**src/rtl/led_pattern_pkg.sv**
```systemverilog
`default_nettype none
// ============================================================================
// Module   : led_pattern_pkg
// Brief    : Shared mode/direction encodings and the pattern seed function.
// Revision : 1.0 - initial release
// ============================================================================
package led_pattern_pkg;

    localparam logic [1:0] MODE_COUNT  = 2'd0;
    localparam logic [1:0] MODE_WALK   = 2'd1;
    localparam logic [1:0] MODE_BOUNCE = 2'd2;
    localparam logic [1:0] MODE_BLINK  = 2'd3;

    typedef enum logic {
        DIR_LEFT  = 1'b0,
        DIR_RIGHT = 1'b1
    } dir_t;

    // Value loaded into the LED register whenever a new mode is entered.
    function automatic logic [31:0] led_seed(input logic [1:0] mode, input int width);
        logic [31:0] seed;
        seed = 32'd0;
        if (width >= 1) begin
            case (mode)
                MODE_WALK, MODE_BOUNCE: seed = 32'd1;
                default:                seed = 32'd0;
            endcase
        end
        return seed;
    endfunction

endpackage
`default_nettype wire

```
**src/rtl/led_prescaler.sv**
```systemverilog
`default_nettype none
// ============================================================================
// Module   : led_prescaler
// Brief    : Clock-enable prescaler producing a terminal-count strobe.
// Revision : 1.0 - initial release
// ============================================================================
module led_prescaler #(
    parameter int PRESCALE_MAX = 524287,
    parameter int PRESCALE_W   = 20
) (
    input  logic clk,
    input  logic NOTRESET,
    input  logic clr,
    input  logic en,
    output logic term
);

    localparam logic [PRESCALE_W-1:0] C_MAX = PRESCALE_W'(PRESCALE_MAX);

    logic [PRESCALE_W-1:0] r_cnt;
    logic                  w_at_max;

    assign w_at_max = (r_cnt == C_MAX);
    // A clear on the same cycle suppresses the strobe so mode changes win.
    assign term     = en & ~clr & w_at_max;

    always_ff @(posedge clk or negedge NOTRESET) begin
        if (!NOTRESET) begin
            r_cnt <= '0;
        end else if (clr) begin
            r_cnt <= '0;
        end else if (en) begin
            if (w_at_max) r_cnt <= '0;
            else          r_cnt <= r_cnt + 1'b1;
        end
    end

endmodule
`default_nettype wire

```
**src/rtl/led_pattern_gen.sv**
```systemverilog
`default_nettype none
// ============================================================================
// Module   : led_pattern_gen
// Brief    : Prescaled multi-pattern LED driver (count/walk/bounce/blink).
// Revision : 1.0 - initial release
// ============================================================================
module led_pattern_gen
    import led_pattern_pkg::*;
#(
    parameter int NUM_LEDS     = 8,
    parameter int PRESCALE_MAX = 524287,
    parameter int PRESCALE_W   = 20
) (
    input  logic                clk,
    input  logic                NOTRESET,
    input  logic [1:0]          mode,
    input  logic                hold,
    output logic [NUM_LEDS-1:0] led,
    output logic                tick
);

    logic [NUM_LEDS-1:0] r_led;
    logic [1:0]          r_mode_q;
    dir_t                r_dir;
    logic                r_tick;

    logic [NUM_LEDS-1:0] w_led_nxt;
    logic [1:0]          w_mode_nxt;
    dir_t                w_dir_nxt;
    logic                w_tick_nxt;
    logic                w_mode_chg;
    logic                w_term;

    assign w_mode_chg = (mode != r_mode_q);

    led_prescaler #(
        .PRESCALE_MAX (PRESCALE_MAX),
        .PRESCALE_W   (PRESCALE_W)
    ) u_prescaler (
        .clk      (clk),
        .NOTRESET (NOTRESET),
        .clr      (w_mode_chg),
        .en       (~hold),
        .term     (w_term)
    );

    always_ff @(posedge clk or negedge NOTRESET) begin
        if (!NOTRESET) begin
            r_led    <= '0;
            r_mode_q <= MODE_COUNT;
            r_dir    <= DIR_LEFT;
            r_tick   <= 1'b0;
        end else begin
            r_led    <= w_led_nxt;
            r_mode_q <= w_mode_nxt;
            r_dir    <= w_dir_nxt;
            r_tick   <= w_tick_nxt;
        end
    end

    always_comb begin
        w_led_nxt  = r_led;
        w_mode_nxt = r_mode_q;
        w_dir_nxt  = r_dir;
        w_tick_nxt = 1'b0;
        if (w_mode_chg) begin
            w_mode_nxt = mode;
            w_led_nxt  = NUM_LEDS'(led_seed(mode, NUM_LEDS));
            w_dir_nxt  = DIR_LEFT;
        end else if (w_term) begin
            w_tick_nxt = 1'b1;
            case (r_mode_q)
                MODE_COUNT: w_led_nxt = r_led + NUM_LEDS'(1);
                MODE_WALK:  w_led_nxt = {r_led[NUM_LEDS-2:0], r_led[NUM_LEDS-1]};
                MODE_BOUNCE: begin
                    // End LEDs reverse direction immediately, so each is lit one step.
                    if (r_dir == DIR_LEFT) begin
                        if (r_led[NUM_LEDS-1]) begin
                            w_dir_nxt = DIR_RIGHT;
                            w_led_nxt = r_led >> 1;
                        end else begin
                            w_led_nxt = r_led << 1;
                        end
                    end else begin
                        if (r_led[0]) begin
                            w_dir_nxt = DIR_LEFT;
                            w_led_nxt = r_led << 1;
                        end else begin
                            w_led_nxt = r_led >> 1;
                        end
                    end
                end
                default:    w_led_nxt = ~r_led;
            endcase
        end
    end

    assign led  = r_led;
    assign tick = r_tick;

endmodule
`default_nettype wire

```
**config.mk**
```make
export PLATFORM = sky130hd
export DESIGN_NAME = led_pattern_gen
export DESIGN_NICKNAME = d
export VERILOG_FILES = /design/src/rtl/led_pattern_pkg.sv /design/src/rtl/led_prescaler.sv /design/src/rtl/led_pattern_gen.sv
export SDC_FILE = /design/constraint.sdc
export NUM_CORES = 1
export LEC_CHECK = 0
export ABC_AREA = 1
export CAP_MARGIN = 20
export CORE_MARGIN = 1.5
export CORE_UTILIZATION = 60
export DETAILED_ROUTE_END_ITERATION = 10
export PLACE_DENSITY = 0.89
export SYNTH_ARGS = -nofsm -noshare
export SYNTH_HDL_FRONTEND = slang
export SYNTH_HIERARCHICAL = 1
export SYNTH_SLANG_ARGS = --single-unit
```
**constraint.sdc**
```tcl
create_clock -name clk -period 2.9 [get_ports clk]
set_input_delay 0.58 -clock clk [delete_from_list [all_inputs] [get_ports clk]]
set_output_delay 0.58 -clock clk [all_outputs]
set_load 0.03 [all_outputs]
```
==> run_results.csv <==
group,metric,value,unit
final_layout,n_fill_cell,295,
final_layout,nets,361,
clocking,path_clk_slew,0.07,ns
logic_synthesis,synth_top_area_cell,"dfrtp_1",
sta,slew_viol_final,0,
pwr,p_leak,0.00114,uW
logic_synthesis,yosys-top-cells-area,"dfrtp_1 34%, nand2_1 19%, nor2_1 7.0%, nand3_1 5.8%, o21ai_2 3.7%",
sta,final_hold_viol_count,0,
final_layout,area_growth,10.4,%
run,cap_violations,0,
placement,port_buffers,13,
clocking,cts_resized,0,
clocking,clockRootBuffer,"clkbuf_8",
detailed_routing,postRouteAntennaNets,0,
clocking,cts_tree,"built",
final_layout,multi_input_area,1390,um^2
grt,grt_max_degree,33,
grt,overflow,0,
placement,place_congestion,0.953,
clocking,ctsHoldBuffers,0,
detailed_routing,met2_length,2420,um
detailed_routing,wl_per_cell,13.0,um
critical_path,required,2.32,ns
placement,pre_cts_slack,0.523,ns
clocking,post_cts_buffers,0,
worst_hold_path,min_to,"u_prescaler/r_cnt[0]",
detailed_routing,dr.pass1.iters,5,
sta,worst_slew_pin_slew,0.541,ns
final_layout,register_area,801,um^2
critical_path,path_class,"flop to output port",
sta,post-route-min-period,2.14,ns
grt,grt_pass1_vias,2125,
logic_synthesis,syn_nets,345,
detailed_routing,wirelength,5230,um
die,initial_utilization,63.2,%
critical_path,path_buf_inv,1,
placement,dp_hpwl,3720,um
logic_synthesis,synth.avg_cell_area,6.97,um^2
detailed_routing,drc,0,
logic_synthesis,synth.distinct_cells,31,
critical_path,rr_worst_depth,11,
sta,finalCritPeriodShare,73.7,%
status,outcome,"complete, no violations",
placement,placedCellCount,394,
critical_path,cp-end-kind,"output port",
critical_path,rr_startpoint,"u_prescaler/r_cnt[0]",
die,die_w,65.6,um
final_layout,drive_gt1_share,13.0,%
detailed_routing,drtIter0Drc,196,
detailed_routing,viasPerCell,5.51,
final_layout,n_antenna_cell,0,
logic_synthesis,yosysWarnings,6,
critical_path,max_stage_delay,0.74,ns
final_layout,fin_cells,402,
critical_path,cp_max_fo,9,
critical_path,crit_chain,"clkdlybuf4s50_1",
worst_hold_path,hold_depth,1,
detailed_routing,met1Wirelength,2430,um
clocking,clockBufferDepth,2,
logic_synthesis,ys_ff_latch,32,
critical_path,cp-start-kind,"flop",
logic_synthesis,synthDominantCellAreaShare,34.1,%
die,core,3720,um^2
detailed_routing,vias,2215,
sta,relSlewSlack,63.9,%
clocking,clk_latency,0.29,ns
critical_path,slowest_stage,"clkdlybuf4s50_1",
grt,antenna_found_initial,0,
logic_synthesis,postSynthCellCount,337,
critical_path,r2r_end,"led[1]",
logic_synthesis,seq_area_frac_synth,34.1,%
grt,grt_usage,28.3,%
pwr,pwr_density_cell,358,nW/um^2
sta,fin_skew,0.00806,ns
logic_synthesis,synthesis.area,2350,um^2
die,dieHeight,65.6,um
clocking,cts_buffers,5,
worst_hold_path,hp-class,"flop to flop",
die,die_area,4300,um^2
sta,fin_tns_setup,0,ns
sta,fmax,468,MHz
clocking,cts_max_level,2,
detailed_routing,top_layer_used,"met4",
die,io_pins,14,
worst_hold_path,hp-start,"u_prescaler/r_cnt[0]",
detailed_routing,dr_wl_met3,338,um
critical_path,r2r_slack,0.79,ns
critical_path,path_delay_family,"buffers and inverters",
critical_path,crit_arrival,1.56,ns
sta,rsz0062_at_grt,"false",
die,rows,22,
sta,setup_slack,0.762,ns
sta,setup_viol_count_final,0,
pwr,max-vdd-ir-drop,0.000237,V
clocking,clkSinkCount,32,
grt,grt_pass1_wl,9490,um
[final cells by class]
type                            count  share of cell area, %
Multi-Input combinational cell    271                   53.5
Sequential cell                    32                   30.9
Timing Repair Buffer               16                   5.89
Inverter                           27                   3.96
Clock buffer                        8                   3.47
Tap cell                           48                   2.32
[per-stage QoR]
step	hold slack [ns]	total power, uW	util [%]	instance area, um^2
4_1_cts	0.541	937	69.8	2590
3_5_place_dp	0.523	577	67.4	2500
5_1_grt	0.565	967	69.8	2590
6_report	0.538	928	69.8	2590
2_1_floorplan	0.284	545	-	2350
3_3_place_gp	0.513	575	67.4	2500
[cells by family (layout without fill, tap and decap cells)]
group	Yosys count	in the layout	synth area share, %
adders and majority gates	3	3	1.60
buffers and inverters	34	51	6.87
DFF	32	32	34.1
xor gates and xnor gates	12	12	6.07
AOI/OAI and AO/OA	36	36	10.2
and+or+nand+nor	220	220	41.2
[cells in the mapped netlist (all sizes together)]
cell / number
clkinv: 1
dfrtp: 32
nand3: 30
ha: 3
o21bai: 3
nand2: 128
nor3: 2
nand4: 4
buf: 4
a21oi: 6
xnor2: 6
o21ai: 27
nand3b: 3
nor2: 51
clkbuf: 3
xor2: 6
inv: 26
or2: 2
[placed cells by master (no fill, tap or decap), types with 6 or more instances in the layout]
master / count
o21ai_0: 13
o21ai_2: 10
nor2_1: 44
inv_1: 21
nand2_1: 121
clkbuf_8: 6
dfrtp_1: 32
clkdlybuf4s50_1: 13
xor2_1: 6
nand3_1: 27
[per-layer routing]
layer  vias to the layer above  track usage, %
met3                         6            5.31
met4                         0            6.51
met5                         -               0
li1                       1104               -
met1                      1041            40.6
met2                        64            44.5
[power breakdown]
| part | internal (uW) | leakage (uW) | switching (uW) | total, uW |
|---|---|---|---|---|
| combinational | 35.8 | 0.000657 | 67.2 | 103 |
| sequential | 451 | 0.000440 | 15.5 | 467 |
| clock | 193 | 0.0000455 | 165 | 358 |
[worst max path at each step]
stage	from	depth (start not counted)	endpoint	slack [ns]
3_3_place_gp	mode[1]	8	led[6]	0.62
2_1_floorplan	u_prescaler/r_cnt[0]	11	led[1]	0.88
5_1_grt	u_prescaler/r_cnt[0]	11	led[1]	0.61
4_1_cts	led[0]	1	led[0]	0.74
3_5_place_dp	mode[0]	8	led[1]	0.52
6_report	led[0]	1	led[0]	0.76
[flip-flops by register name, summed over array words and instances, names as in the netlist]
| register | flops |
|---|---|
| u_prescaler/r_cnt | 20 |
| tick | 1 |
| led | 8 |
| r_dir | 1 |
| r_mode_q | 2 |
No activity file was read; power rests on OpenSTA's default activity.
